`src/rtl/regfile_param.sv`:
```
// Parametrised register file: NUM_READ async read ports, one sync write port, optional zero entry, bulk-clear sweep.
// Reads combinational, writes land next cycle; writes dropped while ClearBusy. Optional forwarding: REGFILE_BYPASS_EN.
module regfile_param #(
  parameter int WIDTH    = 32,
  parameter int DEPTH    = 32,
  parameter int ADDR_W   = 5,
  parameter int NUM_READ = 2,
  parameter int ZERO_REG = 1
) (
  input  logic                         Clk,
  input  logic                         Reset_n,
  input  logic [NUM_READ*ADDR_W-1:0]   ReadRegister,
  output logic [NUM_READ*WIDTH-1:0]    ReadData,
  input  logic [ADDR_W-1:0]            WriteRegister,
  input  logic [WIDTH-1:0]             WriteData,
  input  logic                         RegWrite,
  input  logic                         ClearReq,
  output logic                         ClearBusy,
  output logic                         ClearDone
);

  typedef enum logic {IDLE, SWEEP} state_t;

  state_t            state;
  logic [ADDR_W-1:0] sweep_idx;
  logic [WIDTH-1:0]  mem [DEPTH];
  logic              wr_zero;
  logic              wr_fire;

  assign wr_zero = (ZERO_REG != 0) && (WriteRegister == '0);
  assign wr_fire = RegWrite && (state == IDLE) && !wr_zero;

  always_ff @(posedge Clk or negedge Reset_n) begin
    if (!Reset_n) begin
      state     <= IDLE;
      sweep_idx <= '0;
      ClearBusy <= 1'b0;
      ClearDone <= 1'b0;
      for (int i = 0; i < DEPTH; i++) begin
        mem[i] <= '0;
      end
    end else begin
      ClearDone <= 1'b0;
      case (state)
        IDLE: begin
          // A write coinciding with a clear request still lands; the sweep zeroes it later.
          if (wr_fire) begin
            mem[WriteRegister] <= WriteData;
          end
          if (ClearReq) begin
            state     <= SWEEP;
            sweep_idx <= '0;
            ClearBusy <= 1'b1;
          end
        end
        SWEEP: begin
          mem[sweep_idx] <= '0;
          sweep_idx      <= sweep_idx + ADDR_W'(1);
          if (sweep_idx == ADDR_W'(DEPTH - 1)) begin
            state     <= IDLE;
            ClearBusy <= 1'b0;
            ClearDone <= 1'b1;
          end
        end
        default: state <= IDLE;
      endcase
    end
  end

  for (genvar k = 0; k < NUM_READ; k++) begin : g_rd
    logic [ADDR_W-1:0] ra;
    logic [WIDTH-1:0]  rd;

    assign ra = ReadRegister[k*ADDR_W +: ADDR_W];

    always_comb begin
      rd = mem[ra];
      if ((ZERO_REG != 0) && (ra == '0)) begin
        rd = '0;
      end
`ifdef REGFILE_BYPASS_EN
      if (wr_fire && (ra == WriteRegister)) begin
        rd = WriteData;
      end
`else
`endif
    end

    assign ReadData[k*WIDTH +: WIDTH] = rd;
  end

endmodule

```
`config.mk`:
```
export PLATFORM = sky130hd
export DESIGN_NAME = regfile_param
export DESIGN_NICKNAME = d
export VERILOG_FILES = /design/src/rtl/regfile_param.sv
export SDC_FILE = /design/constraint.sdc
export NUM_CORES = 2
export LEC_CHECK = 0
export BUFFER_PORTS_ARGS = -buffer_cell sky130_fd_sc_hd__buf_2
export CORE_AREA = 4 4 302 304
export DETAILED_ROUTE_END_ITERATION = 10
export DIE_AREA = 0 0 306 308
export GPL_TIMING_DRIVEN = 0
export MAX_ROUTING_LAYER = met4
export PLACE_DENSITY = 0.79
export SYNTH_ARGS = -nofsm -noshare
export SYNTH_HDL_FRONTEND = slang
export SYNTH_SLANG_ARGS = --single-unit
```
`constraint.sdc`:
```
create_clock -name Clk -period 2.99 [get_ports Clk]
set_clock_uncertainty 0.15 [all_clocks]
set_input_delay 0.4485 -clock Clk [delete_from_list [all_inputs] [get_ports Clk]]
set_output_delay 0.4485 -clock Clk [all_outputs]
set_load 0.02 [all_outputs]
```
Word-level counts from Yosys, hierarchy flattened
Index checks and enable logic that the tools add are counted.
{ "totals": {"reg_bits": 1032, "latchBits": 0, "ramBits": 0, "romBits": 0, "output_inout_bits": 66, "elab_cells": 88, "memories": 0} }
{ "op_classes": {"n_addsub": 1, "n_mul": 0, "n_div": 0, "magnitude_cmp": 6, "n_eq_ne": 4, "shifts": 0, "mux": 25, "n_bitwise": 7, "n_reduce_logical": 9} }
{ "ops": {"columns": ["cell", "count"], "rows": [
  ["1024-bit one-hot mux with 2 select lines", 1],
  ["1024-bit AND", 1],
  ["1024-bit bitwise mux", 1],
  ["1024-bit 2-to-1 mux", 1],
  ["1024-bit NOT", 1],
  ["32-bit binary-select mux with 5-bit select", 2],
  ["32-bit demux with 5-bit select", 2],
  ["32-bit 2-to-1 mux", 8],
  ["6-bit greater-or-equal comparator, second input constant", 4],
  ["5-bit NOT with 6-bit output", 4],
  ["5-bit zero test", 3],
  ["6-bit by 1-bit < comparator with 1-bit output, second input constant", 2],
  ["5-bit one-hot mux with 2 select lines", 1],
  ["1-bit 2-to-1 mux", 6],
  ["5-bit by 1-bit adder with 5-bit output, second input constant", 1],
  ["5-bit equality test, second input constant", 1],
  ["5-bit 2-to-1 mux", 1],
  ["1-bit logical AND", 4],
  ["2-bit != test, second input constant", 2],
  ["1-bit one-hot mux with 2 select lines", 2],
  ["2-bit by 1-bit != test with 1-bit output, second input constant", 1],
  ["2-bit AND reduction", 1],
  ["1-bit zero test", 1],
  ["1-bit NOT", 1]
]} }

Depth between registers and ports, before layout
{ "logic_depth": {"depth_word": 8, "ltp_mapped": 8, "depth_no_buf": 5} }

Worst setup path before layout
Ideal clock, no wire load.
{ "synth_timing": {"path_kind": "in2out", "startpoint": "input port ReadRegister[2]", "endpoint": "output port ReadData[11]", "arrival_ps": 2334, "slack_ps": 58, "cell_stages": 7, "path_cell_list": "buf_2 -> buf_2 -> buf_4 -> buf_2 -> clkbuf_1 -> a211oi_1 -> a311oi_1"} }
{ "synth_via": {"elab_chain_len": 5} }
{ "synth_lines": {"columns": ["item", "line_no", "source"], "rows": [
  ["start: declaration", "12", "input logic [NUM_READ*ADDR_W-1:0] ReadRegister,"],
  ["5-bit NOT with 6-bit output (not written as such)", "77", "rd = mem[ra];"],
  ["32-bit binary-select mux with 5-bit select", "77", null],
  ["32-bit 2-to-1 mux (not written as such) (2 in series)", "77", null],
  ["32-bit 2-to-1 mux (*)", "78", "if ((ZERO_REG != 0) && (ra == '0)) begin"],
  ["end: declaration", "13", "output logic [NUM_READ*WIDTH-1:0] ReadData,"]
]} }
Every way passes the cells marked *; elsewhere a longest branch is shown, timed or not. The select of a mux whose other input is x is not followed.

Worst setup path in the final report
{ "layout_timing": {"startpoint": "register mem[967] (netlist name)", "endpoint": "output port ReadData[7]"} }
{ "layout_via": {"elab_chain_len": 4} }
{ "layout_lines": {"columns": ["item", "line_no", "source"], "rows": [
  ["start: declaration", "26", "logic [WIDTH-1:0] mem [DEPTH];"],
  ["start signal: indexed assignment", "48", "mem[WriteRegister] <= WriteData;"],
  ["32-bit binary-select mux with 5-bit select", "77", null],
  ["32-bit 2-to-1 mux (not written as such) (2 in series)", "77", null],
  ["32-bit 2-to-1 mux", "78", null]
]} }
Every way passes these cells. The select of a mux whose other input is x is not followed.

==> tab_implementation.tex <==
\begin{tabular}{lr}
\hline
Metric & Value \\
\hline
\multicolumn{2}{l}{\textbf{Synth}} \\
\quad Cell area after synthesis & $\sim$53000 sq um \\
\quad Async S/R FF share, synth & 1.00 \\
\quad Top cells by area, synth & dfrtp\_1, mux4\_2, a22o\_1, clkbuf\_1, mux2i\_1 \\
\quad Yosys top cell area share & 0.489 \\
\quad Yosys reg bits & between 1k and 1.5k \\
\quad Proportion of synthesized chip area in sequential cells & 0.489 \\
\quad Number of cells produced by synthesis & 3799 \\
\quad Yosys warns & 0 \\
\quad Most repeated cell in the gate-level netlist after synthesis & dfrtp\_1 \\
\quad Leading register cell type out of synthesis & dfrtp\_1 \\
\quad Number of unique standard cell types used by synthesis & 43 \\
\quad Mean instance size in the synthesized netlist & 13.9 sq um \\
\quad Most common library cells after synthesis & dfrtp\_1, a22o\_1, mux4\_2 \\
\quad Count of flip-flops with a built-in enable after synthesis & 0 \\
\quad Cell type contributing the most total cell area after synthesis & dfrtp\_1 \\
\quad Post-Syn Nets & $\sim$3.9k \\
\multicolumn{2}{l}{\textbf{Pwr}} \\
\quad Sw Ratio & 0.309 \\
\quad Static power due to leakage & roughly 27 nW \\
\quad Share of power burned in combinational logic & 0.203 \\
\quad Part of the total power dissipated in the clock network & 0.377 \\
\quad Internal Pwr Total & 26.8 mW \\
\quad Total power draw & a little under 40 mW \\
\quad Max VDD drop & 0.000873 V \\
\quad P per Cell Area & roughly 600 nW/um\^{}2 \\
\quad Power share of the sequential group & 0.420 \\
\quad Net load switching power & about 12 mW \\
\multicolumn{2}{l}{\textbf{Worst setup path}} \\
\quad Endpoint arrival time on the critical path & 2.65 ns \\
\quad Data required time of the worst path & 2.39 ns \\
\quad Critical setup path kind & flop to primary output \\
\quad Type of destination of the critical path & primary output \\
\quad Startpoint kind of the worst setup timing path & flop \\
\quad Highest fanout seen on the critical path & 3 \\
\multicolumn{2}{l}{\textbf{Timing}} \\
\quad Unrepaired setup endpoints after global routing & true \\
\quad Worst hold-check slack & just under 0.05 ns \\
\quad Number of pins with negative max-slew slack in the final report & 0 \\
\quad Final hold violation count & 0 \\
\quad Final worst-path cycle share & 1.09 \\
\quad Relative slew slack & 0.0853 \\
\quad Minimum setup slack in the final design & -0.259 ns \\
\quad Maximum achievable frequency & roughly 310 MHz \\
\quad Final sum of negative setup slack & -13.20 ns \\
\quad Post-layout min period & 3.25 ns \\
\quad Tightest Pin Transition & 1.37 ns \\
\quad Total of endpoints with negative setup slack in the final report & between 200 and 300 \\
\multicolumn{2}{l}{\textbf{Hold path}} \\
\quad Hold/Removal Path Class & input port to flop \\
\multicolumn{2}{l}{\textbf{Placement}} \\
\quad Placed Instance Area & about 55000 sq um \\
\quad Dpl cells & between 5k and 6k \\
\quad Placer's final routability congestion estimate & 1.04 \\
\quad Count of buffers from port buffering & around 110 \\
\quad HPWL after detailed placement & around 150000 um \\
\quad Worst setup timing slack at the placement stage & -1.94 ns \\
\multicolumn{2}{l}{\textbf{Global routing}} \\
\quad Global-route wire length before repair & $\sim$310000 um \\
\quad Number of global-route vias before repair & approximately 43k \\
\quad Maximum number of pins on one net before global-route repair & 172 \\
\quad Number of antenna violations at the first check in global routing & 5 \\
\quad Combined global-route utilization of all metal layers & 0.474 \\
\quad Gr ovfl total & 0 \\
\multicolumn{2}{l}{\textbf{Final layout}} \\
\quad Cell Count, Final, Fillers Out & approximately 5.4k \\
\quad Nets & about 4.2k \\
\quad Fraction of layout cells with a size suffix above 1 & 0.331 \\
\quad Core Util, Final & 0.719 \\
\quad Post-layout instance area & about 63000 sq um \\
\quad Area growth from synthesis to final layout & 20.2\% \\
\multicolumn{2}{l}{\textbf{Floorplan}} \\
\quad Initial core utilization & 0.598 \\
\quad DIE AREA & about 94000 sq um \\
\quad Horiz. Die Dim & approximately 310 um \\
\quad Count of boundary I/O pins & approximately 120 \\
\quad Height of the die & roughly 300 um \\
\quad Floorplan Core Area & 88200 sq um \\
\quad Standard-cell row count & $\sim$110 \\
\multicolumn{2}{l}{\textbf{Clocking}} \\
\quad Library cell used as clock root buffer & clkbuf\_16 \\
\quad Insertion delay to the later sink of the worst-skew pair & approximately 0.72 ns \\
\quad CTS HTree Levels & 3 \\
\quad TritonCTS Sinks & a little over 1k \\
\quad Max Buffers Root-to-Sink & 3 \\
\quad Clock tree from TritonCTS & yes \\
\quad Total CTS buffers & around 110 \\
\quad Clock-pin slew of the registers on the worst-case setup and hold paths & 0.07 ns \\
\multicolumn{2}{l}{\textbf{Flow run}} \\
\quad Count of max-cap constraint violations & 0 \\
\multicolumn{2}{l}{\textbf{Routing}} \\
\quad Per-cell routed wire length & between 40 and 50 um \\
\quad Post-route DRC & 0 \\
\quad Via count & between 40k and 50k \\
\quad First-pass DRT Iterations & 6 \\
\quad Detail-routed via count per cell & a little over 8 \\
\quad Drt total wl & 219000 um \\
\quad Detailed Route Iter0 Violations & $\sim$7.5k \\
\quad Antenna violation net count after detailed routing & 0 \\
\multicolumn{2}{l}{\textbf{Status}} \\
\quad Violations in the final reports & negative setup slack \\
\quad Outcome & finished, violations left \\
\hline
\end{tabular}
## routing by layer
metal	wire length (um)	up-vias	track usage
li1	-	16100	-
met1	73400	22400	0.584
met2	90200	4346	0.631
met3	38600	1008	0.244
met4	16700	0	0.263
met5	0	-	-
## final cells by class
cell class,count,area [sq um]
Antenna cell,4,10.0
Buffer,490,3040
Clock buffer,155,3190
Clock inverter,45,604
Fill cell,5639,24800
Inverter,5,18.8
Multi-Input combinational cell,2264,27400
Sequential cell,1032,25800
Tap cell,1165,1460
Timing Repair Buffer,215,1830
## cell families after synthesis
| family | count (synthesis) | share of synthesized area |
|---|---|---|
| compound gates | 1395 | 0.218 |
| simple gates | 222 | 0.0235 |
| mux | 640 | 0.229 |
| fa+ha+maj | 5 | 0.00119 |
| flops | 1032 | 0.489 |
| buf+inv | 503 | 0.0382 |
| xor+xnor | 2 | 0.000332 |
## path summary, 6_finish.rpt
kind	startpoint	slack (ns)	cells after the start	endpoint
worst max-delay path	mem[967]	-0.26	5	ReadData[7]
worst min-delay path	WriteData[9]	0.05	2	mem[969]
worst max register to register	state	-0.13	6	mem[104]
worst min register to register	mem[205]	0.36	1	mem[205]
max in group asynchronous	Reset_n	0.41	4	mem[434]
min in group asynchronous	Reset_n	0.12	2	mem[666]
## power by group through the flow
stage	combinational [mW]	clock, mW	sequential (mW)
after floorplan	4.09	0	16.1
after global placement	6.38	0	16.4
after detailed placement	6.53	0	16.4
after CTS	7.24	14.5	16.2
after global routing	8.01	15.1	16.4
final	7.86	14.6	16.3
## layout by cell type, fill, tap and decap left out, types with 36 or more instances in the layout
master,synthesis,final
dfrtp_1,1032,1031
a22o_1,992,992
mux4_2,448,448
clkbuf_1,381,305
buf_4,2,147
mux2i_1,128,128
clkbuf_16,0,113
buf_6,0,63
buf_2,96,59
a211oi_4,0,45
a221oi_1,46,44
a22oi_2,0,44
nand2_1,42,42
clkbuf_8,0,41
and2_1,39,37
o21ai_1,0,36
## registers in the layout, summed over array words and instances (netlist names)
signal,cells
ClearDone,1
ClearBusy,1
sweep_idx,5
mem,1024
state,1
## critical path, stage by stage (launching register included)
cell and delay (ns):
dfrtp_1 0.43, mux4_2 0.49, nor2b_4 0.15, a211oi_4 0.47
a311oi_4 0.14, buf_6 0.26
## what timing repair did
item,CTS,global route
setup buffers,37,33
pin swaps,97,64
gates cloned,0,0
hold endpoints to repair,163,0
hold buffers,31,0
endpoints found under the setup margin,645,632
gates resized for setup,861,222
Power figures use the tool's default switching activity.
